$ cat config.mk
export PLATFORM = sky130hd
export DESIGN_NAME = pipeline_control_sequencer
export DESIGN_NICKNAME = d
export VERILOG_FILES = /design/src/rtl/pipeline_control_sequencer_pkg.sv /design/src/rtl/pipeline_control_sequencer_sat_counter.sv /design/src/rtl/pipeline_control_sequencer.sv
export SDC_FILE = /design/constraint.sdc
export NUM_CORES = 1
export LEC_CHECK = 0
export CELL_PAD_IN_SITES_DETAIL_PLACEMENT = 1
export CELL_PAD_IN_SITES_GLOBAL_PLACEMENT = 2
export CORE_UTILIZATION = 32
export CTS_CLUSTER_SIZE = 8
export DETAILED_ROUTE_END_ITERATION = 8
export GPL_TIMING_DRIVEN = 0
export PLACE_DENSITY_LB_ADDON = 0.1
export SKIP_LAST_GASP = 1
export SYNTH_ARGS = -nofsm -noshare
export SYNTH_HDL_FRONTEND = slang
export SYNTH_SLANG_ARGS = --single-unit
$ cat constraint.sdc
create_clock -name clk -period 4.4 [get_ports clk]
set_input_delay 1.1 -clock clk [delete_from_list [all_inputs] [get_ports clk]]
set_output_delay 1.1 -clock clk [all_outputs]
set_load 0.1 [all_outputs]
$ cat src/rtl/pipeline_control_sequencer_pkg.sv
// Shared definitions for the pipeline control sequencer: FSM state encoding and
// the RV32I control-transfer/upper-immediate opcodes used around the hazard path.
package pipeline_control_sequencer_pkg;

   typedef enum logic {
      RUN      = 1'b0,
      MEM_WAIT = 1'b1
   } seq_state_t;

   localparam logic [6:0] OP_BRANCH = 7'b1100011;
   localparam logic [6:0] OP_JALR   = 7'b1100111;
   localparam logic [6:0] OP_JAL    = 7'b1101111;
   localparam logic [6:0] OP_LUI    = 7'b0110111;
   localparam logic [6:0] OP_AUIPC  = 7'b0010111;

   function automatic logic is_control_transfer(input logic [6:0] opcode);
      return (opcode == OP_BRANCH) || (opcode == OP_JAL) || (opcode == OP_JALR);
   endfunction

endpackage

$ cat src/rtl/pipeline_control_sequencer_sat_counter.sv
// Saturating up-counter with synchronous clear; stops at all-ones instead of wrapping.
module sat_counter
   import pipeline_control_sequencer_pkg::*;
#(
   parameter int W = 32
) (
   input  logic         clk,
   input  logic         clr,
   input  logic         inc,
   output logic [W-1:0] q
);

   logic [W-1:0] q_reg;

   always_ff @(posedge clk) begin
      if (clr) begin
         q_reg <= '0;
      end else if (inc && (q_reg != '1)) begin
         q_reg <= q_reg + W'(1);
      end
   end

   assign q = q_reg;

endmodule

$ cat src/rtl/pipeline_control_sequencer.sv
// Stall/flush sequencer for the 5-stage RV32I pipeline: merges hazard stalls, ID redirects
// and memory handshakes into per-stage enables/flushes, with perf counters and a wait watchdog.
module pipeline_control_sequencer
   import pipeline_control_sequencer_pkg::*;
#(
   parameter int CNT_W       = 32,
   parameter int MEM_TIMEOUT = 255,
   parameter int TO_W        = 8
) (
   input  logic             clk,
   input  logic             reset,
   input  logic             hdu_stall,
   input  logic             id_redirect,
   input  logic             imem_ready,
   input  logic             dmem_req,
   input  logic             dmem_ready,
   output logic             pc_write,
   output logic             if_id_write,
   output logic             if_id_flush,
   output logic             id_ex_write,
   output logic             id_ex_flush,
   output logic             ex_mem_write,
   output logic             mem_wb_write,
   output logic             mem_wb_flush,
   output logic [CNT_W-1:0] stall_cnt,
   output logic [CNT_W-1:0] flush_cnt,
   output logic             mem_timeout
);

   localparam logic [TO_W-1:0] TO_LIMIT = TO_W'(MEM_TIMEOUT);

   seq_state_t      state_reg, state_next;
   logic            redirect_pend_reg, redirect_pend_next;
   logic [TO_W-1:0] wait_cnt_reg, wait_cnt_next;
   logic            mem_timeout_reg, mem_timeout_next;
   logic            wait_start, freeze, flush_event;

   always_comb begin
      wait_start         = (state_reg == RUN) && dmem_req && !dmem_ready;
      freeze             = wait_start || ((state_reg == MEM_WAIT) && !dmem_ready);
      pc_write           = 1'b1;
      if_id_write        = 1'b1;
      id_ex_write        = 1'b1;
      ex_mem_write       = 1'b1;
      mem_wb_write       = 1'b1;
      if_id_flush        = 1'b0;
      id_ex_flush        = 1'b0;
      mem_wb_flush       = 1'b0;
      flush_event        = 1'b0;
      redirect_pend_next = redirect_pend_reg;
      state_next         = state_reg;
      wait_cnt_next      = wait_cnt_reg;
      mem_timeout_next   = mem_timeout_reg;

      if (reset) begin
         pc_write     = 1'b0;
         if_id_write  = 1'b0;
         id_ex_write  = 1'b0;
         ex_mem_write = 1'b0;
         mem_wb_write = 1'b0;
         if_id_flush  = 1'b1;
         id_ex_flush  = 1'b1;
         mem_wb_flush = 1'b1;
      end else begin
         // A frozen ID stage keeps presenting hdu_stall/id_redirect, so masking them loses nothing.
         if (freeze) begin
            pc_write     = 1'b0;
            if_id_write  = 1'b0;
            id_ex_write  = 1'b0;
            ex_mem_write = 1'b0;
            mem_wb_write = 1'b0;
            mem_wb_flush = 1'b1;
         end else if (hdu_stall) begin
            pc_write    = 1'b0;
            if_id_write = 1'b0;
            id_ex_flush = 1'b1;
         end else if (id_redirect) begin
            if_id_flush        = 1'b1;
            flush_event        = 1'b1;
            redirect_pend_next = redirect_pend_reg || !imem_ready;
         end else if (redirect_pend_reg && imem_ready) begin
            if_id_flush        = 1'b1;
            redirect_pend_next = 1'b0;
         end else if (!imem_ready) begin
            pc_write    = 1'b0;
            if_id_flush = 1'b1;
         end

         case (state_reg)
            RUN:      if (wait_start) state_next = MEM_WAIT;
            MEM_WAIT: if (dmem_ready) state_next = RUN;
            default:  state_next = RUN;
         endcase

         // Timeout flag rises together with wait_cnt reaching the limit, then both hold.
         if (wait_start) begin
            wait_cnt_next = '0;
         end else if (state_reg == MEM_WAIT) begin
            if (wait_cnt_reg != TO_LIMIT) wait_cnt_next = wait_cnt_reg + TO_W'(1);
            if (wait_cnt_next == TO_LIMIT) mem_timeout_next = 1'b1;
         end
      end
   end

   always_ff @(posedge clk) begin
      if (reset) begin
         state_reg         <= RUN;
         redirect_pend_reg <= 1'b0;
         wait_cnt_reg      <= '0;
         mem_timeout_reg   <= 1'b0;
      end else begin
         state_reg         <= state_next;
         redirect_pend_reg <= redirect_pend_next;
         wait_cnt_reg      <= wait_cnt_next;
         mem_timeout_reg   <= mem_timeout_next;
      end
   end

   assign mem_timeout = mem_timeout_reg;

   sat_counter #(.W(CNT_W)) u_stall_cnt (
      .clk (clk),
      .clr (reset),
      .inc (!pc_write && !reset),
      .q   (stall_cnt)
   );

   sat_counter #(.W(CNT_W)) u_flush_cnt (
      .clk (clk),
      .clr (reset),
      .inc (flush_event),
      .q   (flush_cnt)
   );

endmodule

==> flow_metrics.env <==
export IMPL_outcome="complete, but fails checks"
export IMPL_violations_in_the_final_reports="DRC"
export IMPL_finalHoldViolations=0
export IMPL_finalWirelength_um=12060
export IMPL_timing_critical_path_to="pc_write"
export IMPL_worst_path_max_fanout=7
export IMPL_clock_skew_final_ns=0.006548
export IMPL_syn_area_per_cell_um2=8.244
export IMPL_sequential_to_total_area_share_from_yosys_stat_pct=38.59
export IMPL_first_global_vias=3872
export IMPL_via_per_inst=5.600
export IMPL_final_nets=572
export IMPL_tritoncts_num_buffers=9
export IMPL_crit_path_max_incr_delay_ns=0.84
export IMPL_report_final_setup_viol=0
export IMPL_hp_class="reg2reg"
export IMPL_clock_slew_at_the_register_clock_pins_of_the_worst_setup_and_hold_paths_ns=0.06
export IMPL_powerDensity_mw_per_mm2=298.6
export IMPL_post_synth_edffs=0
export IMPL_ff_latch_area_mm2=0.001501
export IMPL_multi_input_logic_area_mm2=0.002233
export IMPL_flip_flop_and_latch_count_after_synthesis=75
export IMPL_cp_num_cells=6
export IMPL_maximum_achievable_frequency_mhz=235.7
export IMPL_grt_total_usage_pct=19.65
export IMPL_critical_path_class="in2out"
export IMPL_layout_commonest_cell="sky130_fd_sc_hd__dfxtp_1"
export IMPL_rr_endpoint="u_stall_cnt.q[11]"
export IMPL_rsz0062_at_grt="no"
export IMPL_mappedNetlistNets=482
export IMPL_pin_count=80
export IMPL_cpMaxStageDelayCell="sky130_fd_sc_hd__dlygate4sd2_1"
export IMPL_row_count=39
export IMPL_fin_max_slew_vios=0
export IMPL_clock_sink_count=75
export IMPL_antenna_found_initial=0
export IMPL_tritoncts_clock_tree="built"
export IMPL_final_layout_size_suffix_gt1_share_pct=8.642
export IMPL_cp_cell_sequence="clkdlybuf4s50_1, o21bai_2, nand2_1, nor2_4, o21a_2, dlygate4sd2_1"
export IMPL_clock_root_buffer="sky130_fd_sc_hd__clkbuf_16"
export IMPL_grt_first_pass_wirelength_um=19590
export IMPL_required_ns=3.30
export IMPL_finish_instance_area_mm2=0.005136
export IMPL_reg2reg_depth=9
export IMPL_fillerInstances=1405
export IMPL_cp_arrival_ns=3.14
export IMPL_yosys_cell_types_count=56
export IMPL_buffer_ports_inserted=79
export IMPL_num_vias=3976
export IMPL_synth_cells=472
export IMPL_detailedRoute_firstIterationViolations=129
export IMPL_synth_to_layout_area_growth_pct=31.99
export IMPL_synthesis_yosys_warnings=0
export IMPL_drt_antenna_violating_nets=0
export IMPL_finalCriticalPeriod_ns=4.243
export IMPL_crit_buf_inv=2
export IMPL_layout_common_cells="sky130_fd_sc_hd__dfxtp_1, sky130_fd_sc_hd__clkdlybuf4s50_1, sky130_fd_sc_hd__a21oi_1"
export IMPL_grt_overflow_total=0
export IMPL_worst_setup_path_start_kind="primary input"
export IMPL_initial_utilization_pct=33.51
export IMPL_clock_insertion_delay_worst_skew_ns=0.34
export IMPL_hpwl_um=8653
export IMPL_drt_wirelength_per_cell_um=16.98
export IMPL_post_synthesis_async_set_or_reset_flop_share_pct=0
export IMPL_timing_reg2reg_setup_slack_ns=1.80
export IMPL_worst_slew_pin_slew_ns=1.079
export IMPL_maxSlewHeadroom_pct=27.48
export IMPL_period_share_pct=96.44
export IMPL_n_antenna_cell=0
export IMPL_synthesis_area_mm2=0.003891
export IMPL_finalWeightedCongestion=0.7802
export IMPL_postCtsHoldBufs=0
export IMPL_die_area_mm2=0.01260
export IMPL_cts_htree_levels=3
export IMPL_detailed_place_area_mm2=0.004870
export IMPL_crit_path_start="dmem_req"
export IMPL_crit_family="buffers and inverters"
export IMPL_clock_path_buffers=2
export IMPL_static_leakage_power_nw=1.633
export IMPL_timing_max_cap_violations=0
export IMPL_core_area_mm2=0.01161
export IMPL_die_height_um=112.3
export IMPL_r2r_start="u_stall_cnt.q[0]"
export IMPL_critical_path_endpoint_type="output pin"
export IMPL_max_vdd_ir_drop_mv=0.2177
export IMPL_drt_drc_violations_left=5
export IMPL_synth_ff_type="sky130_fd_sc_hd__dfxtp_1"
export IMPL_largest_net_degree_at_the_start_of_global_routing=13
export IMPL_fp_dieW_um=112.3
export IMPL_drt_pre_antenna_iters=6
export IMPL_utilization_pct=44.23
export IMPL_post_route_setup_tns_ns=0
[power breakdown]
part	internal (mW)	switching (mW)
registers	0.684	0.00824
clock network	0.409	0.292
logic	0.0326	0.107
[through the flow]
stage	instances	hold WS, ns	worst slack, ns	power [mW]
4_1_cts	710	0.4847	0.03268	1.557
3_5_place_dp	694	0.4675	-0.2447	0.8518
3_3_place_gp	694	0.4673	-0.2057	0.8500
2_1_floorplan	472	0.4618	-0.03933	0.8081
6_report	710	0.4790	0.1566	1.534
5_1_grt	710	0.5189	0.003029	1.588
[cell families after synthesis]
kind of cell	share of synthesized area (%)
AND/OR/NAND/NOR	30.26
AO/OA/AOI/OAI	19.71
flip-flops	38.59
buffers and inverters	4.244
XOR/XNOR	4.051
multiplexers	2.186
adder cells (fa/ha/maj)	0.9647
[worst min-delay path by stage]
stage	endpoint	slack, ns	cells past startpoint	start
final	mem_timeout	0.48	1	mem_timeout
after global routing	mem_timeout	0.52	1	mem_timeout
after CTS	mem_timeout	0.48	1	mem_timeout
after detailed placement	mem_timeout	0.47	1	mem_timeout
after global placement	mem_timeout	0.47	1	mem_timeout
after floorplan	wait_cnt_reg[1]	0.46	2	wait_cnt_reg[1]
[timing repair]
item,in CTS,in global routing
endpoints found under the setup margin,7,4
resized for setup,7,5
endpoints found under the hold margin,0,0
buffers inserted,0,0
pin swaps,0,0
[layer usage]
metal / share of wire [%] / global-route usage (%) / vias up
li1: - / - / 1952
met1: 48 / 24.95 / 1943
met2: 46 / 32.84 / 69
met3: 4.2 / 5.022 / 12
met4: 1.2 / 5.867 / 0
met5: 0 / 0 / -
[synth_stat cells, types with 6 or more instances]
cell type                  instances  share of area (%)
sky130_fd_sc_hd__or3_1            23                3.7
sky130_fd_sc_hd__nor4_1            8                1.3
sky130_fd_sc_hd__nand3_1          27                3.5
sky130_fd_sc_hd__nor3_1            7               0.90
sky130_fd_sc_hd__o311ai_0          6                1.4
sky130_fd_sc_hd__nand2_1          38                3.7
sky130_fd_sc_hd__a21oi_1          41                5.3
sky130_fd_sc_hd__or4_1            14                2.7
sky130_fd_sc_hd__xnor2_1          10                2.3
sky130_fd_sc_hd__xor2_1            8                1.8
sky130_fd_sc_hd__and3_1            8                1.3
sky130_fd_sc_hd__and4_1            9                2.0
sky130_fd_sc_hd__buf_2             6               0.77
sky130_fd_sc_hd__clkbuf_1         16                1.5
sky130_fd_sc_hd__dfxtp_1          75                 39
sky130_fd_sc_hd__nor2b_1           6               0.96
sky130_fd_sc_hd__o31ai_1          17                3.3
sky130_fd_sc_hd__nand4_1          17                2.7
sky130_fd_sc_hd__nor2_1           40                3.9
sky130_fd_sc_hd__o21ai_0          23                3.0
sky130_fd_sc_hd__inv_1            10               0.96
[cell type report]
type / count / area share (%)
plain buffers: 26 / 2.485
inverters: 10 / 0.7308
well taps: 143 / 3.484
repair buffers: 79 / 15.13
flip-flops and latches: 75 / 29.23
clock buffers: 11 / 4.921
clock inverters: 5 / 0.5359
multi-input cells: 361 / 43.48
No activity file was read; power rests on OpenSTA's default activity.
